[config.mk]
export PLATFORM = sky130hd
export DESIGN_NAME = sba_bus_arbiter
export DESIGN_NICKNAME = d
export VERILOG_FILES = /design/src/rtl/sba_bus_arbiter.sv
export SDC_FILE = /design/constraint.sdc
export NUM_CORES = 1
export LEC_CHECK = 0
export ABC_CLOCK_PERIOD_IN_PS = 3720
export CAP_MARGIN = 15
export CORE_AREA = 2 2 217 219
export DETAILED_ROUTE_END_ITERATION = 12
export DIE_AREA = 0 0 219 221
export MAX_ROUTING_LAYER = met4
export PLACE_DENSITY = 0.54
export SETUP_SLACK_MARGIN = 0.4
export SYNTH_ARGS = -nofsm -noshare
export SYNTH_HDL_FRONTEND = slang
export SYNTH_SLANG_ARGS = --single-unit
[constraint.sdc]
create_clock -name clk_i -period 3.72 [get_ports clk_i]
set_clock_uncertainty 0.1 [all_clocks]
set_input_delay 0.372 -clock clk_i [delete_from_list [all_inputs] [get_ports clk_i]]
set_output_delay 0.372 -clock clk_i [all_outputs]
set_load 0.005 [all_outputs]
[src/rtl/sba_bus_arbiter.sv]
// Round-robin arbiter sharing one system-bus master port among NUM_REQ requesters.
// One outstanding transaction; response watchdog returns an error to the owner.
//
// Ports:
//   clk_i, rst_i         clock, synchronous active-high reset
//   req_i, we_i          per-requester request (held until gnt_o) and write enable
//   addr_i, wdata_i      per-requester address / write data (req 0 in LSBs)
//   be_i, size_i         per-requester byte enables / log2 access size
//   gnt_o, valid_o       one-hot grant pulse / response pulse
//   err_o, rdata_o       one-hot timeout error / shared response data
//   busy_o, owner_o      not idle / index of current or last owner
//   m_req_o .. m_size_o  master request and registered request fields
//   m_gnt_i, m_valid_i   master grant / response valid
//   m_rdata_i            master read data
module sba_bus_arbiter #(
  parameter int NUM_REQ    = 2,
  parameter int ADDR_WIDTH = 64,
  parameter int DATA_WIDTH = 64,
  parameter int TIMEOUT    = 1024
) (
  input  logic                              clk_i,
  input  logic                              rst_i,
  input  logic [NUM_REQ-1:0]                req_i,
  input  logic [NUM_REQ-1:0]                we_i,
  input  logic [NUM_REQ*ADDR_WIDTH-1:0]     addr_i,
  input  logic [NUM_REQ*DATA_WIDTH-1:0]     wdata_i,
  input  logic [NUM_REQ*DATA_WIDTH/8-1:0]   be_i,
  input  logic [NUM_REQ*2-1:0]              size_i,
  output logic [NUM_REQ-1:0]                gnt_o,
  output logic [NUM_REQ-1:0]                valid_o,
  output logic [NUM_REQ-1:0]                err_o,
  output logic [DATA_WIDTH-1:0]             rdata_o,
  output logic                              busy_o,
  output logic [$clog2(NUM_REQ)-1:0]        owner_o,
  output logic                              m_req_o,
  output logic                              m_we_o,
  output logic [ADDR_WIDTH-1:0]             m_addr_o,
  output logic [DATA_WIDTH-1:0]             m_wdata_o,
  output logic [DATA_WIDTH/8-1:0]           m_be_o,
  output logic [1:0]                        m_size_o,
  input  logic                              m_gnt_i,
  input  logic                              m_valid_i,
  input  logic [DATA_WIDTH-1:0]             m_rdata_i
);

  localparam int IW = $clog2(NUM_REQ);
  localparam int BW = DATA_WIDTH / 8;
  localparam int CW = (TIMEOUT > 0) ? $clog2(TIMEOUT + 1) : 1;

  typedef enum logic [1:0] {
    IDLE,
    REQ,
    WAIT,
    DRAIN
  } state_e;

  state_e        state_q, state_d;
  logic [IW-1:0] ptr_q, ptr_d;
  logic [IW-1:0] owner_q, owner_d;
  logic [CW-1:0] cnt_q, cnt_d;
  logic          latch;
  logic [IW-1:0] win;
  logic          found;
  int            idx;
  logic [NUM_REQ-1:0] oh;

  // Scan ptr+1, ptr+2, ... so the last owner has lowest priority.
  always_comb begin
    win   = '0;
    found = 1'b0;
    idx   = 0;
    for (int i = 1; i <= NUM_REQ; i++) begin
      idx = (int'(ptr_q) + i) % NUM_REQ;
      if (!found && req_i[IW'(idx)]) begin
        found = 1'b1;
        win   = IW'(idx);
      end
    end
  end

  assign oh      = NUM_REQ'(1) << owner_q;
  assign busy_o  = (state_q != IDLE);
  assign owner_o = owner_q;

  always_ff @(posedge clk_i) begin
    if (rst_i) begin
      state_q   <= IDLE;
      ptr_q     <= IW'(NUM_REQ - 1);
      owner_q   <= '0;
      cnt_q     <= '0;
      m_we_o    <= 1'b0;
      m_addr_o  <= '0;
      m_wdata_o <= '0;
      m_be_o    <= '0;
      m_size_o  <= '0;
    end else begin
      state_q <= state_d;
      ptr_q   <= ptr_d;
      owner_q <= owner_d;
      cnt_q   <= cnt_d;
      if (latch) begin
        m_we_o    <= we_i[win];
        m_addr_o  <= addr_i[win*ADDR_WIDTH +: ADDR_WIDTH];
        m_wdata_o <= wdata_i[win*DATA_WIDTH +: DATA_WIDTH];
        m_be_o    <= be_i[win*BW +: BW];
        m_size_o  <= size_i[win*2 +: 2];
      end
    end
  end

  always_comb begin
    state_d = state_q;
    ptr_d   = ptr_q;
    owner_d = owner_q;
    cnt_d   = cnt_q;
    latch   = 1'b0;
    m_req_o = 1'b0;
    gnt_o   = '0;
    valid_o = '0;
    err_o   = '0;
    rdata_o = '0;
    unique case (state_q)
      IDLE: begin
        if (found) begin
          owner_d = win;
          latch   = 1'b1;
          state_d = REQ;
        end
      end
      REQ: begin
        m_req_o = 1'b1;
        if (m_gnt_i) begin
          gnt_o = oh;
          if (m_valid_i) begin
            valid_o = oh;
            rdata_o = m_rdata_i;
            ptr_d   = owner_q;
            state_d = IDLE;
          end else begin
            cnt_d   = '0;
            state_d = WAIT;
          end
        end
      end
      WAIT: begin
        // A response on the final watchdog cycle still completes normally.
        if (m_valid_i) begin
          valid_o = oh;
          rdata_o = m_rdata_i;
          ptr_d   = owner_q;
          cnt_d   = '0;
          state_d = IDLE;
        end else if (TIMEOUT != 0 && cnt_q == CW'(TIMEOUT - 1)) begin
          valid_o = oh;
          err_o   = oh;
          ptr_d   = owner_q;
          cnt_d   = '0;
          state_d = DRAIN;
        end else begin
          cnt_d = cnt_q + CW'(1);
        end
      end
      DRAIN: begin
        // Swallow the late response of the timed-out transaction.
        if (m_valid_i) state_d = IDLE;
      end
      default: state_d = IDLE;
    endcase
  end

endmodule

-- After elaboration in Yosys (flattened, before gate mapping)
Index checks and enable logic that the tools add are counted.
- register bits: 154
- bits of input ports: 348
- shift-type cells: 5
- $add $sub $neg: 3
- order comparisons: 3
- mux-type cells: 42
- eq/ne operators: 10
- reductions and logical operators: 9
- operators with widths (cell ; count):
    128-bit by 8-bit indexed part select with 64-bit output ; 2
    64-bit 2-to-1 mux ; 2
    64-bit case mux with 2 select lines ; 1
    11-bit 2-to-1 mux ; 4
    2-bit 2-to-1 mux ; 14
    11-bit case mux with 2 select lines ; 1
    1-bit 2-to-1 mux ; 17
    16-bit by 5-bit indexed part select with 8-bit output ; 1
    11-bit by 1-bit adder with 11-bit output (second input constant) ; 1
    11-bit by 10-bit equality test with 1-bit output (second input constant) ; 1
    2-bit inequality test (second input constant) ; 5
    2-bit case mux with 4 select lines ; 1
    4-bit AND reduction ; 2
    1-bit by 3-bit less-than comparator with 1-bit output (second input constant) ; 2
    2-bit equality test (second input constant) ; 2
    2-bit case mux with 2 select lines ; 1
    2-bit nonzero test ; 2
    4-bit by 3-bit indexed part select with 2-bit output ; 1
    3-bit inequality test (second input constant) ; 1
    3-bit AND reduction ; 1
    1-bit adder (second input constant) ; 2
    2-bit by 1-bit equality test with 1-bit output (second input constant) ; 1
    2-bit logical NOT ; 1
    1-bit by 2-bit less-than comparator with 1-bit output (second input constant) ; 1
    5 further kinds ; 5

-- Logic depth before layout (Yosys ltp)
Gate-level depths: netlist (run 1).
- depth in word-level cells: 10
- mapped depth: 8
- depth with buffers taken out: 6

-- Least setup slack after synthesis (run 1)
OpenSTA, ideal clock, no wires.
- kind: flip-flop to output port
- from: register state_q[1]
- to: output rdata_o[10]
- arrival time: 1.490 ns
- path slack: 1.758 ns
- path buffers: 1
- stages on the path, launching flop included: 7
- required time: 3.248 ns
- path through: dfxtp_1 -> inv_1 -> ha_1 -> nand2_1 -> a21oi_2 -> clkbuf_1 -> and2_1
- word-level cells in the longest chain between the ends: 2
- RTL lines (element ; RTL line ; RTL):
    start, declared ; 57 ; state_e state_q, state_d;
    start signal, assigned ; 97 ; state_q <= state_d;
    2-bit equality test or 2-bit by 1-bit equality test with 1-bit output (tied branches) ; 122 ; unique case (state_q)
    64-bit case mux with 2 select lines (*) ; 122 ;
    end, declared ; 32 ; output logic [DATA_WIDTH-1:0] rdata_o,
Every way passes the cells marked *; elsewhere a longest branch is shown, timed or not.

-- Worst setup path after layout (run 1)
- from: register state_q[1]
- to: output rdata_o[47]
Same word-level chain as after synthesis.

==> flow_metrics.py, run 1 <==
metrics = {
    "pwr": {
        "netSwitchingFraction_pct": 31.13,
        "leakagePower_nw": 5.788,
        "p_per_area_mw_per_mm2": 415.8,
        "p_seq_share_pct": 35.2,
        "ir_worst_vdd_mv": 0.2094,
        "p_sw_mw": 1.833,
        "p_comb_share_pct": 37.4,
        "p_int_mw": 4.056,
        "pwr-share-clk_pct": 27.5,
    },
    "min_path": {
        "holdCritPathClass": "input port to flip-flop",
    },
    "floorplanning": {
        "io_pins": 560,
        "rows": 79,
        "die_w_um": 219,
        "die_h_um": 221,
        "die_area_mm2": 0.04840,
        "start_util_pct": 16.06,
        "core_mm2": 0.04606,
    },
    "clock_tree": {
        "cts-root-buf": "clkbuf_16",
        "cts.htree.levels": 4,
        "clock_latency_ns": 0.45,
        "clock-sinks": 154,
        "numCtsBuffers": 17,
        "clk_pin_slew_ns": 0.06,
        "post-cts-setup-buffers": 0,
        "cts_tree": "built",
        "cts_buffer_depth": 2,
    },
    "setup_path": {
        "required_ns": 3.25,
        "cp-end-kind": "output port",
        "cp_top_family": "buffers and inverters",
        "slowest_delay_ns": 0.53,
        "worst_ep_arrival_time_ns": 2.54,
        "critPathBufInv": 3,
        "worstSetupStartpointType": "flip-flop",
        "crit_slowest_cell": "clkdlybuf4s50_1",
        "crit_type": "flip-flop to output port",
        "path_cells": "inv_1 -> ha_2 -> nand2_1 -> a21oi_4 -> buf_6 -> and2_1 -> clkdlybuf4s50_1",
        "critical_path.max_fanout": 64,
    },
    "layout": {
        "mostFrequentLayoutCells": "557 x clkdlybuf4s50_1, 157 x nor2_1, 153 x dfxtp_1",
        "drive_above_1_share_pct": 4.576,
        "fin_nets": 1674,
        "syn_to_final_growth_pct": 91.51,
        "layout_commonest_cell": "clkdlybuf4s50_1",
        "nFillCells": 4830,
    },
    "synth": {
        "netlist_instances": 798,
        "ys.flop_type": "dfxtp_1",
        "synth_cell_type_count": 36,
        "async_flop_share_pct": 0,
        "ys_seq_area_share_pct": 41.68,
        "syn_nets": 1152,
        "syn_avg_cell_area_um2": 9.268,
        "yosysWarningCount": 0,
        "yosys_register_bits": 154,
        "netlist_area_mm2": 0.007396,
        "synth-edff-count": 0,
    },
    "detailed_routing": {
        "wl_per_cell_um": 17.01,
        "ant_nets": 0,
        "num_vias": 7752,
        "drt_iter0_markers": 183,
        "drc": 0,
        "viasPerCell": 3.990,
        "wirelength_mm": 33.05,
        "drt_pre_antenna_iters": 6,
    },
    "global_route": {
        "grt_pass1_vias": 7712,
        "grt_usage_pct": 13.66,
        "gr-total-overflow": 0,
        "grt_pass1_wl_mm": 47.15,
        "antenna_found_initial": 4,
        "grt_max_degree": 89,
    },
    "run": {
        "maxCapViolCount": 0,
    },
    "sta": {
        "slew_headroom_pct": 53.68,
        "fmax_mhz": 331.6,
        "rsz0062_at_grt": "false",
        "setup_tns_ns": 0,
        "fin_crit_ns": 3.015,
        "layout_setup_ws_ns": 0.7047,
        "min_period_over_period_pct": 81.06,
        "setup_viol": 0,
        "worst_pin_slew_ns": 0.6947,
        "hold_viol": 0,
        "slew_violations": 0,
    },
    "outcome": {
        "outcome": "completed",
    },
    "place": {
        "place_ws_ns": 0.8510,
        "dp_hpwl_mm": 27.05,
        "place_congestion": 0.8045,
        "io_buffer_count": 558,
    },
}
[Yosys cell counts (2+ instances only)]
master       n  share of area (%)
nor2_1     157                8.0
nor2_2       2               0.17
nand3_1      5               0.34
and2_1      65                5.5
a211o_1      2               0.24
ha_1         6                1.0
dfxtp_1    154                 42
mux2i_1    140                 19
nand2_1      9               0.46
buf_4        2               0.20
a2111oi_2    2               0.41
nand2b_1     2               0.17
inv_1        9               0.46
a211oi_1   143                 15
a21oi_1      3               0.20
xnor2_1     10                1.2
clkbuf_1    38                1.9
buf_2       31                2.1
[metal layers]
metal | GRT usage [%] | share of wire (%) | vias up
li1 | - | - | 3894
met5 | - | 0 | -
met4 | 7.432 | 4.1 | 0
met2 | 24.17 | 52 | 346
met3 | 4.454 | 8.5 | 40
met1 | 13.04 | 36 | 3472
[area by class of cell]
type,instances,area (µm²),share of cell area [%]
Sequential cell,154,3087,21.79
Tap cell,607,759.5,5.362
Clock inverter,11,71.32,0.5035
Inverter,9,33.78,0.2385
Clock buffer,21,460.4,3.251
Multi-Input combinational cell,563,3968,28.01
Timing Repair Buffer,575,5777,40.79
Antenna cell,3,7.507,0.05300
[worst paths after layout]
path | start | slack, ns | depth (start not counted) | to
max | state_q[1] | 0.70 | 7 | rdata_o[47]
min | rst_i | 0.10 | 2 | owner_o
max reg2reg | state_q[0] | 1.59 | 6 | m_addr_o[59]
min reg2reg | m_addr_o[24] | 0.39 | 2 | m_addr_o[24]
[metrics by stage]
| step | hold WS, ns | total power, mW | cell area (µm²) | util, % | std cells |
|---|---|---|---|---|---|
| detailed placement | 0.3910 | 4.340 | 13620 | 29.56 | 1908 |
| global route | 0.08431 | 6.257 | 14160 | 30.74 | 1942 |
| floorplan | 0.3707 | 3.108 | 7396 | - | 798 |
| CTS | 0.06041 | 6.010 | 14150 | 30.72 | 1940 |
| finish | 0.1018 | 5.890 | 14160 | 30.75 | 1943 |
| global placement | 0.3856 | 4.322 | 13620 | 29.56 | 1908 |
[worst register-to-register path, stage by stage (launching register included)]
cell and delay (ns):
dfxtp_1 0.33, inv_1 0.12, ha_1 0.20, and2_4 0.60, buf_12 0.39, nor2_1 0.08, a211oi_1 0.23
[registers in the layout, summed over array words and instances, names as in the netlist]
register and count:
m_size_o 2, ptr_q 1, m_be_o 8, m_we_o 1, cnt_q 11, m_addr_o 64
state_q 2, owner_o 1, m_wdata_o 64
[logic make-up after synthesis]
group,after synthesis,synth area share [%]
AO/OA/AOI/OAI,159,16.58
multiplexers,141,19.10
adder cells (fa/ha/maj),6,1.015
flip-flops,154,41.69
XOR/XNOR,10,1.184
buffers and inverters,81,4.838
AND/OR/NAND/NOR,247,15.60
[power groups by stage]
stage               logic [mW]  clock network [mW]  registers, mW
floorplan                 1.02                   0           2.09
global route              2.38                1.77           2.11
CTS                       2.24                1.70           2.08
global placement          2.22                   0           2.10
detailed placement        2.23                   0           2.11
finish                    2.20                1.62           2.07
[repair_timing]
action / 4_1_cts / 5_1_grt
resized for setup: 0 / 2
endpoints found under the setup margin: 0 / 64
hold buffers: 0 / 0
Note: power is estimated with default switching activity, not from simulation.
==> run 2: changes to the inputs <==
--- a/config.mk
+++ b/config.mk
@@ -5,13 +5,13 @@
 export SDC_FILE = /design/constraint.sdc
 export NUM_CORES = 1
 export LEC_CHECK = 0
-export ABC_CLOCK_PERIOD_IN_PS = 3720
+export ABC_CLOCK_PERIOD_IN_PS = 2500
 export CAP_MARGIN = 15
 export CORE_AREA = 2 2 217 219
 export DETAILED_ROUTE_END_ITERATION = 12
 export DIE_AREA = 0 0 219 221
 export MAX_ROUTING_LAYER = met4
-export PLACE_DENSITY = 0.54
+export PLACE_DENSITY = 0.56
 export SETUP_SLACK_MARGIN = 0.4
 export SYNTH_ARGS = -nofsm -noshare
 export SYNTH_HDL_FRONTEND = slang
==> constraint.sdc (replaced) <==
create_clock -name clk_i -period 2.5 [get_ports clk_i]
set_clock_uncertainty 0.1 [all_clocks]
set_input_delay 0.25 -clock clk_i [delete_from_list [all_inputs] [get_ports clk_i]]
set_output_delay 0.25 -clock clk_i [all_outputs]
set_load 0.005 [all_outputs]
==> run 2 against run 1 <==
Final cell count is 2.5% higher. Clock power is 61% higher. Global-route usage is 0.36 points lower. Wire length is 1.2% lower. Highest routed layer unchanged.
==> flow_metrics.py, run 2 (synthesized netlist as in run 1, its figures left out) <==
metrics = {
    "sta": {
        "min_period_over_period_pct": 99.38,
        "setup_viol": 0,
        "slew_headroom_pct": 63.43,
        "fin_crit_ns": 2.485,
        "slew_violations": 0,
        "fmax_mhz": 402.5,
        "rsz0062_at_grt": "true",
        "hold_viol": 0,
        "worst_pin_slew_ns": 0.5486,
    },
    "global_route": {
        "grt_max_degree": 117,
        "grt.busiest_layer": "met2",
        "met3_usage_pct": 3.808,
        "antenna_found_initial": 0,
        "gr-total-overflow": 0,
        "gr-usage-met2_pct": 24.37,
        "globalRouteMet1Util_pct": 13.21,
        "grt_pass1_wl_mm": 46.78,
        "grt_pass1_vias": 7901,
        "grt_usage_pct": 13.30,
    },
    "setup_path": {
        "crit_slowest_cell": "dfxtp_4",
        "path_cells": "inv_4 -> ha_4 -> nand2_4 -> a21oi_4 -> buf_6 -> buf_6 -> buf_12 -> buf_16 -> buf_8 -> and2_1 -> buf_2",
        "r2r_setup_slack_ns": 0.49,
        "critical_path.endpoint": "rdata_o[8]",
        "crit_type": "flip-flop to output port",
        "worst_ep_arrival_time_ns": 2.13,
        "slowest_delay_ns": 0.37,
        "r2r_end": "cnt_q[5]",
        "worstRegToRegCells": 7,
        "worstSetupStartpointType": "flip-flop",
        "r2r_start": "cnt_q[0]",
        "cp-end-kind": "output port",
        "path_common_cell": "buf_6",
        "required_ns": 2.15,
        "critical_path.max_fanout": 6,
        "startpoint": "state_q[0]",
    },
    "layout": {
        "final_area_mm2": 0.01503,
        "largestRegisters": "m_addr_o (64), m_wdata_o (64), cnt_q (11)",
        "seqCellArea_mm2": 0.003094,
        "n_antenna_cell": 0,
        "drive_above_1_share_pct": 17.62,
        "mostFrequentLayoutCells": "486 x clkdlybuf4s50_1, 157 x nor2_1, 149 x dfxtp_1",
        "nFillCells": 4781,
        "multi_input_comb_area_mm2": 0.004164,
        "layout_commonest_cell": "clkdlybuf4s50_1",
        "fin_nets": 1726,
        "syn_to_final_growth_pct": 103.2,
    },
    "place": {
        "dp_hpwl_mm": 25.04,
        "placed_area_mm2": 0.01382,
        "io_buffer_count": 558,
        "place_congestion": 0.7795,
    },
    "floorplanning": {
        "start_util_pct": 16.06,
        "die_w_um": 219,
        "io_pins": 560,
        "rows": 79,
        "die_area_mm2": 0.04840,
        "die_h_um": 221,
        "core_mm2": 0.04606,
    },
    "detailed_routing": {
        "ant_nets": 0,
        "wirelength_mm": 32.67,
        "num_vias": 7872,
        "viasPerCell": 3.952,
        "wl_per_cell_um": 16.40,
        "drt_pre_antenna_iters": 4,
        "drt_iter0_markers": 207,
        "drc": 0,
    },
    "clock_tree": {
        "numCtsBuffers": 17,
        "clock_latency_ns": 0.44,
        "cts-root-buf": "clkbuf_16",
        "cts_buffer_depth": 2,
        "cts_tree": "built",
        "clk_pin_slew_ns": 0.06,
        "cts.htree.levels": 4,
        "clock-sinks": 154,
    },
    "pwr": {
        "pwr-share-clk_pct": 28.3,
        "p_comb_share_pct": 38.1,
        "netSwitchingFraction_pct": 30.04,
        "ir_worst_vdd_mv": 0.3242,
        "power.total_mw": 9.219,
        "leakagePower_nw": 6.392,
        "p_per_area_mw_per_mm2": 613.6,
        "p_seq_share_pct": 33.6,
        "p_sw_mw": 2.769,
        "p_int_mw": 6.450,
    },
    "min_path": {
        "holdCritPathClass": "input port to flip-flop",
    },
    "outcome": {
        "outcome": "completed",
    },
    "run": {
        "maxCapViolCount": 0,
    },
}
run 2: changes by cell type in the layout (fill, tap and decap cells not counted), moves of 4 or more:
cell | before | now
clkdlybuf4s50_1 | 557 | 486
and2_1 | 64 | 16
and2_4 | 1 | 49
buf_6 | 1 | 49
buf_4 | 12 | 40
buf_2 | 0 | 20
buf_12 | 5 | 13
buf_16 | 0 | 5
clkdlybuf4s15_2 | 0 | 5
buf_8 | 0 | 4
dfxtp_1 | 153 | 149
ha_4 | 0 | 4
run 2: worst max-delay path: cells and delay by family (launching register included):
kind / cells / cell delay (ns)
compound gates: 1 / 0.15
fa+ha+maj: 1 / 0.28
buf+inv: 7 / 0.71
flops: 1 / 0.37
simple gates: 2 / 0.18
run 2: how the worst min path moves through the flow:
stage	depth (start not counted)	to	start	slack, ns
2_1_floorplan	2	cnt_q[1]	rst_i	0.31
3_3_place_gp	2	cnt_q[1]	cnt_q[1]	0.38
3_5_place_dp	2	m_wdata_o[51]	m_wdata_o[51]	0.39
4_1_cts	3	m_wdata_o[15]	wdata_i[79]	0.30
5_1_grt	3	m_wdata_o[1]	wdata_i[65]	0.33
6_report	3	m_wdata_o[15]	wdata_i[79]	0.34
run 2: layout make-up:
type,count,share of cell area [%]
repair buffers,627,42.49
clock buffers,21,3.073
multi-input cells,563,27.71
flip-flops and latches,154,20.59
clock inverters,11,0.7994
well taps,607,5.055
inverters,9,0.2748
run 2: through the flow:
| stage | utilization [%] | instances | setup WS, ns | hold slack [ns] | TNS (ns) |
|---|---|---|---|---|---|
| final | 32.62 | 1992 | 0.01540 | 0.3405 | 0 |
| after global routing | 32.62 | 1992 | -0.07736 | 0.3308 | -1.859 |
| after CTS | 32.31 | 1988 | -0.009776 | 0.2977 | -0.06003 |
| after detailed placement | 30.00 | 1928 | 0.1706 | 0.3900 | 0 |
| after global placement | 30.00 | 1928 | 0.1909 | 0.3839 | 0 |
| after floorplan | - | 798 | 0.6602 | 0.3127 | 0 |
run 2: power groups by stage:
stage | clock network (mW) | registers, mW | logic (mW)
2_1_floorplan | 0 | 3.11 | 1.52
3_3_place_gp | 0 | 3.13 | 3.40
3_5_place_dp | 0 | 3.14 | 3.41
4_1_cts | 2.74 | 3.10 | 3.54
5_1_grt | 2.82 | 3.15 | 3.81
6_report | 2.61 | 3.10 | 3.52
run 2: repair_timing:
action	4_1_cts	5_1_grt
resized for setup	367	39
pin swaps	22	28
setup buffers	22	3
gates cloned	5	1
hold buffers	1	0
hold endpoints to repair	3	0
endpoints found under the setup margin	81	81
run 2: routing by layer:
metal | wire length, µm | share of wire, %
met1 | 12170 | 37
met2 | 17070 | 52
met3 | 2570 | 7.9
met4 | 851 | 2.6
met5 | 0 | 0
